**src/rtl/mult_pipe_fu_if.sv**
```systemverilog
// mult_pipe_fu_if: issue, CDB and squash signals of the pipelined multiply FU.
//   master : issue slot / CDB side (drives start, operands, tags, avail, squash)
//   slave  : the FU (drives ready, done, result, output tags)
// Signals:
//   start, rs1, rs2, func, robn, dest_prn : op issued this cycle
//   avail                                 : CDB grant for the result on the outputs
//   squash                                : kill all in-flight ops
//   ready                                 : FU can take start this cycle
//   done, result, output_robn, output_dest_prn : completed op
interface mult_pipe_fu_if #(
  parameter int XLEN   = 32,
  parameter int ROBN_W = 5,
  parameter int PRN_W  = 6
);
  logic              start;
  logic [XLEN-1:0]   rs1;
  logic [XLEN-1:0]   rs2;
  logic [1:0]        func;
  logic [ROBN_W-1:0] robn;
  logic [PRN_W-1:0]  dest_prn;
  logic              avail;
  logic              squash;
  logic              ready;
  logic              done;
  logic [XLEN-1:0]   result;
  logic [ROBN_W-1:0] output_robn;
  logic [PRN_W-1:0]  output_dest_prn;

  modport master (
    output start, rs1, rs2, func, robn, dest_prn, avail, squash,
    input  ready, done, result, output_robn, output_dest_prn
  );

  modport slave (
    input  start, rs1, rs2, func, robn, dest_prn, avail, squash,
    output ready, done, result, output_robn, output_dest_prn
  );
endinterface

```
**src/rtl/mult_pipe_fu.sv**
```systemverilog
// mult_pipe_fu: pipelined RV32M multiply unit (MUL/MULH/MULHSU/MULHU).
// The 2*XLEN product is built over NUM_STAGES stages, each adding one
// W-bit slice of the extended rs2 times the extended rs1.
// Ports:
//   clock : system clock
//   reset : synchronous, active-high
//   fu    : mult_pipe_fu_if slave (issue, CDB handshake, squash, result)
module mult_pipe_fu #(
  parameter int XLEN       = 32,
  parameter int NUM_STAGES = 4,
  parameter int ROBN_W     = 5,
  parameter int PRN_W      = 6
) (
  input logic           clock,
  input logic           reset,
  mult_pipe_fu_if.slave fu
);
  localparam int DW   = 2 * XLEN;
  localparam int W    = DW / NUM_STAGES;
  localparam int LAST = NUM_STAGES - 1;

  logic          done_w;
  logic          stall;
  logic          sign_a;
  logic          sign_b;
  logic [DW-1:0] ext_a;
  logic [DW-1:0] ext_b;

  // rs1 is signed for MULH/MULHSU, rs2 only for MULH
  assign sign_a = (fu.func == 2'b01) || (fu.func == 2'b10);
  assign sign_b = (fu.func == 2'b01);
  assign ext_a  = {{XLEN{sign_a & fu.rs1[XLEN-1]}}, fu.rs1};
  assign ext_b  = {{XLEN{sign_b & fu.rs2[XLEN-1]}}, fu.rs2};

  // a full result nobody takes freezes the whole pipe, bubbles included
  assign stall    = done_w & ~fu.avail;
  assign fu.ready = ~stall;

  for (genvar k = 0; k < NUM_STAGES; k++) begin : g_stage
    // remaining (not yet consumed) multiplier bits entering this stage
    localparam int BW = DW - k * W;

    logic              vld_q;
    logic [1:0]        func_q;
    logic [ROBN_W-1:0] robn_q;
    logic [PRN_W-1:0]  prn_q;
    logic [DW-1:0]     acc_q;

    logic              v_in;
    logic [1:0]        f_in;
    logic [ROBN_W-1:0] robn_in;
    logic [PRN_W-1:0]  prn_in;
    logic [DW-1:0]     a_in;
    logic [BW-1:0]     b_in;
    logic [DW-1:0]     acc_in;
    logic [DW-1:0]     chunk;
    logic [DW-1:0]     pp;

    if (k == 0) begin : g_src
      assign v_in    = fu.start;
      assign f_in    = fu.func;
      assign robn_in = fu.robn;
      assign prn_in  = fu.dest_prn;
      assign a_in    = ext_a;
      assign b_in    = ext_b;
      assign acc_in  = '0;
    end else begin : g_src
      assign v_in    = g_stage[k-1].vld_q;
      assign f_in    = g_stage[k-1].func_q;
      assign robn_in = g_stage[k-1].robn_q;
      assign prn_in  = g_stage[k-1].prn_q;
      assign a_in    = g_stage[k-1].g_fwd.a_q;
      assign b_in    = g_stage[k-1].g_fwd.b_q;
      assign acc_in  = g_stage[k-1].acc_q;
    end

    // a_in already carries the k*W weight, so the low slice of b_in is
    // always the one to multiply here
    assign chunk = DW'(b_in[W-1:0]);
    assign pp    = a_in * chunk;

    always_ff @(posedge clock) begin
      if (reset) begin
        vld_q  <= 1'b0;
        func_q <= '0;
        robn_q <= '0;
        prn_q  <= '0;
        acc_q  <= '0;
      end else if (fu.squash) begin
        vld_q <= 1'b0;
      end else if (!stall) begin
        vld_q  <= v_in;
        func_q <= f_in;
        robn_q <= robn_in;
        prn_q  <= prn_in;
        acc_q  <= acc_in + pp;
      end
    end

    if (k < LAST) begin : g_fwd
      logic [DW-1:0]   a_q;
      logic [BW-W-1:0] b_q;

      always_ff @(posedge clock) begin
        if (reset) begin
          a_q <= '0;
          b_q <= '0;
        end else if (!stall) begin
          a_q <= a_in << W;
          b_q <= b_in[BW-1:W];
        end
      end
    end else begin : g_out
      assign done_w             = vld_q;
      assign fu.done            = vld_q;
      assign fu.result          = (func_q == 2'b00) ? acc_q[XLEN-1:0] : acc_q[DW-1:XLEN];
      assign fu.output_robn     = robn_q;
      assign fu.output_dest_prn = prn_q;
    end
  end
endmodule
```
**src/flat_wrapper.sv**
```systemverilog
// flat-port wrapper written by rule: the top's interface ports become plain ports
module mult_pipe_fu_flat 
#(
  parameter int XLEN       = 32,
  parameter int NUM_STAGES = 4,
  parameter int ROBN_W     = 5,
  parameter int PRN_W      = 6
)
  (clock, reset, fu_start, fu_rs1, fu_rs2, fu_func, fu_robn, fu_dest_prn, fu_avail, fu_squash, fu_ready, fu_done, fu_result, fu_output_robn, fu_output_dest_prn);
  mult_pipe_fu_if #(.XLEN(XLEN), .ROBN_W(ROBN_W), .PRN_W(PRN_W)) fu_i ();
  input logic clock;
  input logic reset;
  input wire logic [$bits(fu_i.start)-1:0] fu_start;
  input wire logic [$bits(fu_i.rs1)-1:0] fu_rs1;
  input wire logic [$bits(fu_i.rs2)-1:0] fu_rs2;
  input wire logic [$bits(fu_i.func)-1:0] fu_func;
  input wire logic [$bits(fu_i.robn)-1:0] fu_robn;
  input wire logic [$bits(fu_i.dest_prn)-1:0] fu_dest_prn;
  input wire logic [$bits(fu_i.avail)-1:0] fu_avail;
  input wire logic [$bits(fu_i.squash)-1:0] fu_squash;
  output wire logic [$bits(fu_i.ready)-1:0] fu_ready;
  output wire logic [$bits(fu_i.done)-1:0] fu_done;
  output wire logic [$bits(fu_i.result)-1:0] fu_result;
  output wire logic [$bits(fu_i.output_robn)-1:0] fu_output_robn;
  output wire logic [$bits(fu_i.output_dest_prn)-1:0] fu_output_dest_prn;
  assign fu_i.start = fu_start;
  assign fu_i.rs1 = fu_rs1;
  assign fu_i.rs2 = fu_rs2;
  assign fu_i.func = fu_func;
  assign fu_i.robn = fu_robn;
  assign fu_i.dest_prn = fu_dest_prn;
  assign fu_i.avail = fu_avail;
  assign fu_i.squash = fu_squash;
  assign fu_ready = fu_i.ready;
  assign fu_done = fu_i.done;
  assign fu_result = fu_i.result;
  assign fu_output_robn = fu_i.output_robn;
  assign fu_output_dest_prn = fu_i.output_dest_prn;
  mult_pipe_fu #(.XLEN(XLEN), .NUM_STAGES(NUM_STAGES), .ROBN_W(ROBN_W), .PRN_W(PRN_W)) u_core (.clock(clock), .reset(reset), .fu(fu_i));
endmodule
```
**config.mk**
```make
export PLATFORM = sky130hd
export DESIGN_NAME = mult_pipe_fu_flat
export DESIGN_NICKNAME = d
export VERILOG_FILES = /design/src/rtl/mult_pipe_fu_if.sv /design/src/rtl/mult_pipe_fu.sv /design/src/flat_wrapper.sv
export SDC_FILE = /design/constraint.sdc
export NUM_CORES = 2
export LEC_CHECK = 0
export ABC_AREA = 1
export CELL_PAD_IN_SITES_DETAIL_PLACEMENT = 1
export CELL_PAD_IN_SITES_GLOBAL_PLACEMENT = 2
export CORE_ASPECT_RATIO = 0.8
export CORE_UTILIZATION = 40
export CTS_CLUSTER_DIAMETER = 80
export DETAILED_ROUTE_END_ITERATION = 7
export DONT_BUFFER_PORTS = 1
export HOLD_SLACK_MARGIN = 0.15
export PLACE_DENSITY = 0.81
export SYNTH_ARGS = -nofsm -noshare
export SYNTH_HDL_FRONTEND = slang
export SYNTH_SLANG_ARGS = --single-unit
```
**constraint.sdc**
```tcl
create_clock -name clock -period 8 [get_ports clock]
set_clock_uncertainty 0.2 [all_clocks]
set_input_delay 0.8 -clock clock [delete_from_list [all_inputs] [get_ports clock]]
set_output_delay 0.8 -clock clock [all_outputs]
set_load 0.05 [all_outputs]
```
## Word level (Yosys, flattened, before mapping)

Cells that the tools add are included.

- Add/subtract/negate cells: 3
- Multiply operators: 4
- Eq/ne operators: 2
- Multiplexer cells: 1
- Bitwise logic cells: 6
- Reductions and logical operators: 4

Operators with widths:

| cell | number |
|---|---|
| $add A64 B64 Y64 | 3 |
| $mul A33 B17 Y50 | 1 |
| $mul A48 B16 Y48 | 1 |
| $mul A32 B16 Y32 | 1 |
| $mux W32 | 1 |
| $mul A16 B1 Y16 | 1 |
| $and A1 B1 Y1 | 3 |
| $not A1 Y1 | 3 |
| $eq A2 B1 Y1 const B | 1 |
| $eq A2 B2 Y1 const B | 1 |
| $logic_not A2 Y1 | 1 |
| $reduce_and A2 Y1 | 1 |
| $reduce_or A2 Y1 | 1 |
| $logic_or A1 B1 Y1 | 1 |

- Bits in registers: 412
- Bits of input ports: 82
- Output and inout port bits: 45
- Word-level logic and storage cells: 46

## Depth between registers and ports, before layout

- Depth after elaboration: 4
- Depth in mapped cells: 42
- Depth with buffers taken out: 40

## Worst setup path before layout

Ideal clock, no wire load.

- Kind: register to register
- Start: register u_core.g_stage[0].g_fwd.a_q[45]
- End: register u_core.g_stage[1].acc_q[60]
- Library setup time: 0.109 ns
- Arrival time: 6.773 ns
- Required time: 7.691 ns
- Setup slack: 0.918 ns
- Cell stages (with the launch flop): 37
- Buffers on the path: 2
- Clock period less this slack: 7.082 ns
- Cells stage by stage: dfxtp_1 -> clkbuf_1 -> clkbuf_1 -> nand2_1 -> fa_1 -> inv_1 -> fa_1 -> inv_1 -> fa_1 -> inv_1 -> fa_1 -> fa_1 -> inv_1 -> fa_1 -> inv_1 -> ha_1 -> inv_1 -> o21ai_0 -> nor2_1 -> a21boi_0 -> nand2_1 -> a21oi_2 -> inv_1 -> a21oi_1 -> xnor2_1 -> ha_1 -> nand2_1 -> nor2_1 -> inv_1 -> nor2_1 -> inv_1 -> nor4_1 -> nand3_1 -> nand4_1 -> nand3_1 -> nand2_1 -> inv_1

- Longest elaborated chain between the ends: 2

Ends and longest elaborated chain:

| element | line | text |
|---|---|---|
| from (decl) | mult_pipe_fu.sv:101 | `logic [DW-1:0] a_q;` |
| from (signal assigned) | mult_pipe_fu.sv:109 | `a_q <= a_in << W;` |
| $mul A48 B16 Y48 | mult_pipe_fu.sv:80 | `assign pp = a_in * chunk;` |
| $add A64 B64 Y64 | mult_pipe_fu.sv:96 | `acc_q <= acc_in + pp;` |
| to (signal assigned) | mult_pipe_fu.sv:96 |  |
| to (decl) | mult_pipe_fu.sv:47 | `logic [DW-1:0] acc_q;` |

No other way between the ends.
A chain may end at the register's enable or synchronous reset.

## Worst setup path in the final report

- Start: register u_core.g_stage[0].g_fwd.b_q[1]
- End: register u_core.g_stage[1].acc_q[57]

- Longest elaborated chain between the ends: 2

Ends and longest elaborated chain:

| element | line | text |
|---|---|---|
| from (decl) | mult_pipe_fu.sv:102 | `logic [BW-W-1:0] b_q;` |
| from (signal assigned) | mult_pipe_fu.sv:110 | `b_q <= b_in[BW-1:W];` |
| $mul A48 B16 Y48 | mult_pipe_fu.sv:80 |  |
| $add A64 B64 Y64 | mult_pipe_fu.sv:96 |  |

No other way between the ends.

==> flow_metrics.tcl <==
set metrics [dict create \
    grt-ovfl-total 0 \
    drc 0 \
    die_y_um 365.0 \
    critPathKind "reg -> reg" \
    dieArea_mm2 0.1663 \
    p_per_area_mw_per_mm2 449.5 \
    grt_max_degree 224 \
    internal_power_w 0.01317 \
    rrSetupSlack_ns 0.24 \
    synth-edff-count 0 \
    outcome "finished, final reports clean" \
    syn_avg_cell_area_um2 7.443 \
    gp_congestion 0.9593 \
    worst_pin_slew_ns 1.289 \
    synthMuxAreaShare_pct 0.3932 \
    layout_common_cells "inv_1, nand2_1, fa_1" \
    r2r_start "u_core.g_stage[0].g_fwd.b_q[1]$_SDFFE_PP0N_" \
    ir_drop_uv 588.2 \
    synth_top_cell_area_share_pct 36.65 \
    finalSetupViolCount 0 \
    cts_buffers 53 \
    cts.sinks 398 \
    yosysTopAreaCell "fa_1" \
    grtUsageMet2_pct 45.62 \
    vias 56820 \
    seq_area_frac_synth_pct 12.10 \
    maxSlewViolCount 0 \
    die_w_um 455.7 \
    yosys.area_share.simple_pct 18.44 \
    cts_tree "built" \
    cp_num_buf_inv 9 \
    synthXorXnorAreaFrac_pct 2.154 \
    max_stage_delay_ns 0.57 \
    viasPerCell 5.124 \
    gr-max-usage-layer "met2" \
    relSlewSlack_pct 13.96 \
    cp_max_fo 8 \
    synthTopCellsByArea "fa_1, inv_1, dfxtp_1, nand2_1, ha_1" \
    met1_usage_pct 43.65 \
    antenna_left 0 \
    whs_endpoint "u_core.g_stage[0].g_fwd.b_q[4]$_SDFFE_PP0N_" \
    endpoint_kind "flip-flop" \
    clk_latency_ns 0.69 \
    grt_setup_unrepaired "true" \
    period_share_pct 96.96 \
    synth_top_family_by_area "adder cells" \
    syn_inst 8851 \
    cap_violations 0 \
    required_ns 8.37 \
    preCtsSetupSlack_ns -0.04389 \
    path_delay_family "adder cells" \
    h-tree-depth 2 \
    ys_types 61 \
    syn_area_mm2 0.06587 \
    async_flop_share_pct 0 \
    worstHoldStart "fu_rs2[20]" \
    p_leak_nw 38.80 \
    slowest_stage "fa_1" \
    cp.arrival_ns 8.13 \
    hp-class "in -> reg" \
    reg2reg_depth 34 \
    antenna_found_initial 8 \
    drt_iter0_markers 3666 \
    max_freq_mhz 128.9 \
    seqPwrFrac_pct 7.8 \
    synth-seq-cells 398 \
    wl_um 244800 \
    p_comb_share_pct 84.2 \
    grt_use_total_pct 29.29 \
    cts_buffer_depth 3 \
    io_pins 127 \
    synth_compound_area_share_pct 8.564 \
    drtPass1Iterations 5 \
    min_period_ns 7.757 \
    p_switching_w 0.01989 \
    core_area_mm2 0.1627 \
    yosys_warnings 0 \
    clk_pin_slew_ns 0.06 \
    finalHoldViolations 0 \
    final_common_cell "inv_1" \
    synth_fp_nets 10490 \
    wl_per_cell_um 22.08 \
    clockRootBuffer "clkbuf_16" \
    synth_fa_ha_area_share_pct 43.39 \
    area_delta_synth_final_pct 11.64 \
    row_count 132 \
    pwr-share-clk_pct 8.0 \
    fin_ws_ns 0.2433 \
    dpl.cell_count 10920 \
    critPathLaunchType "flip-flop" \
    initial_utilization_pct 40.49 \
    hold_depth 2 \
    grt_pass1_wl_um 372500 \
    synth-main-ff-cell "dfxtp_1" \
    hpwl_um 196800 \
    port_buffers 0 \
    met3_usage_pct 4.222 \
    stdcell_count 11090 \
    fin_nets 10540 \
    grt_pass1_vias 60760 \
    swShare_pct 60.15 \
    layout-drive-gt1-share_pct 8.129 \
    reg2reg_to "u_core.g_stage[1].acc_q[57]$_SDFFE_PP0P_" \
    crit_top_cell "inv_1" \
]
layout make-up:
| class | instances | area, um2 |
|---|---|---|
| timing repair buffer | 378 | 3578 |
| fill | 20050 | 89140 |
| inverter | 2228 | 8381 |
| tap | 2144 | 2683 |
| multi-input combinational | 5840 | 48960 |
| antenna | 2 | 5.005 |
| clock buffer | 69 | 1506 |
| clock inverter | 30 | 425.4 |
| sequential | 398 | 8008 |
power groups by stage:
stage	Clock, W	Sequential (W)	Combinational (W)
after floorplan	0	0.00246	0.0155
after global routing	0.00279	0.00260	0.0301
after global placement	0	0.00259	0.0259
final	0.00265	0.00257	0.0278
after detailed placement	0	0.00260	0.0263
after CTS	0.00272	0.00256	0.0265
sequential cells by signal, indices dropped and copies added (netlist names):
name	flops
u_core.fu.done	1
u_core.fu.output_dest_prn	6
u_core.fu.output_robn	5
u_core.g_stage.acc_q	242
u_core.g_stage.func_q	8
u_core.g_stage.g_fwd.a_q	81
u_core.g_stage.g_fwd.b_q	19
u_core.g_stage.prn_q	18
u_core.g_stage.robn_q	15
u_core.g_stage.vld_q	3
worst max-delay path by stage:
stage	from	slack [ns]	end	cells past startpoint
finish	u_core.g_stage[0].g_fwd.b_q[1]$_SDFFE_PP0N_	0.24	u_core.g_stage[1].acc_q[57]$_SDFFE_PP0P_	34
global route	u_core.g_stage[0].g_fwd.b_q[1]$_SDFFE_PP0N_	-0.05	u_core.g_stage[1].acc_q[63]$_SDFFE_PP0P_	34
CTS	u_core.g_stage[0].g_fwd.b_q[1]$_SDFFE_PP0N_	0.01	u_core.g_stage[1].acc_q[42]$_SDFFE_PP0P_	37
detailed placement	u_core.g_stage[0].g_fwd.a_q[42]$_SDFFE_PP0N_	-0.04	u_core.g_stage[1].acc_q[59]$_SDFFE_PP0P_	33
global placement	u_core.g_stage[0].g_fwd.a_q[42]$_SDFFE_PP0N_	-0.11	u_core.g_stage[1].acc_q[59]$_SDFFE_PP0P_	33
floorplan	u_core.g_stage[0].g_fwd.a_q[45]$_SDFFE_PP0N_	0.92	u_core.g_stage[1].acc_q[60]$_SDFFE_PP0P_	36
timing repair:
item / 4_1_cts / 5_1_grt
cloned: 0 / 9
endpoints found under the hold margin: 151 / 0
endpoints found under the setup margin: 10 / 38
hold buffers: 55 / 0
pin swaps: 0 / 27
setup buffers: 0 / 10
resized for setup: 9 / 269
stage by stage:
| stage | total power [W] | hold WS (ns) | TNS [ns] | util (%) | area, um2 |
|---|---|---|---|---|---|
| finish | 0.03306 | 0.2042 | 0 | 45.21 | 73540 |
| CTS | 0.03180 | 0.1540 | 0 | 44.46 | 72340 |
| global placement | 0.02852 | 0.2385 | -0.2723 | 42.91 | 69810 |
| detailed placement | 0.02887 | 0.2458 | -0.1357 | 42.91 | 69810 |
| global route | 0.03552 | 0.1819 | -0.1258 | 45.20 | 73540 |
| floorplan | 0.01794 | 0.2238 | 0 | - | 65870 |
routing by layer:
layer | vias to the layer above | share of wire, % | routed length (um)
met5 | - | 0.016 | 40
met4 | 6 | 1.4 | 3388
met3 | 201 | 6.3 | 15410
met2 | 1439 | 44 | 106800
met1 | 29090 | 49 | 119200
li1 | 26090 | - | -
cells in the mapped netlist, types with 3 or more instances:
master    count
nor4_1        4
o221ai_1      4
nand3b_1      4
a21boi_1      4
dfxtp_1     398
inv_1      2223
a21boi_0     13
nand2_1    1774
nor3_1       39
o211ai_1     25
a31oi_1      30
a21oi_2       7
xnor2_1      54
o21ai_1      24
nand3_2       6
o21bai_1     28
ha_1        355
buf_2        27
buf_1        11
o21ai_2       7
nor2_2        8
a21o_1       34
mux2_2       23
nand4_1      34
a31o_2        4
and3_1        8
a21oi_1     327
o21a_1       15
nor2_1      959
nand3_1     202
xor2_1      108
clkbuf_1    344
nand2_2       7
a211oi_1      3
fa_1       1206
inv_2         5
o21ai_0     493
logic make-up (layout without fill, tap and decap cells):
kind of cell | after synthesis | in the layout
compound gates | 1029 | 1029
xor+xnor | 162 | 162
flops | 398 | 398
fa+ha+maj | 1561 | 1561
mux | 23 | 23
other cells | 0 | 2
simple gates | 3065 | 3065
buf+inv | 2613 | 2705
Note: power is estimated with default switching activity, not from simulation.
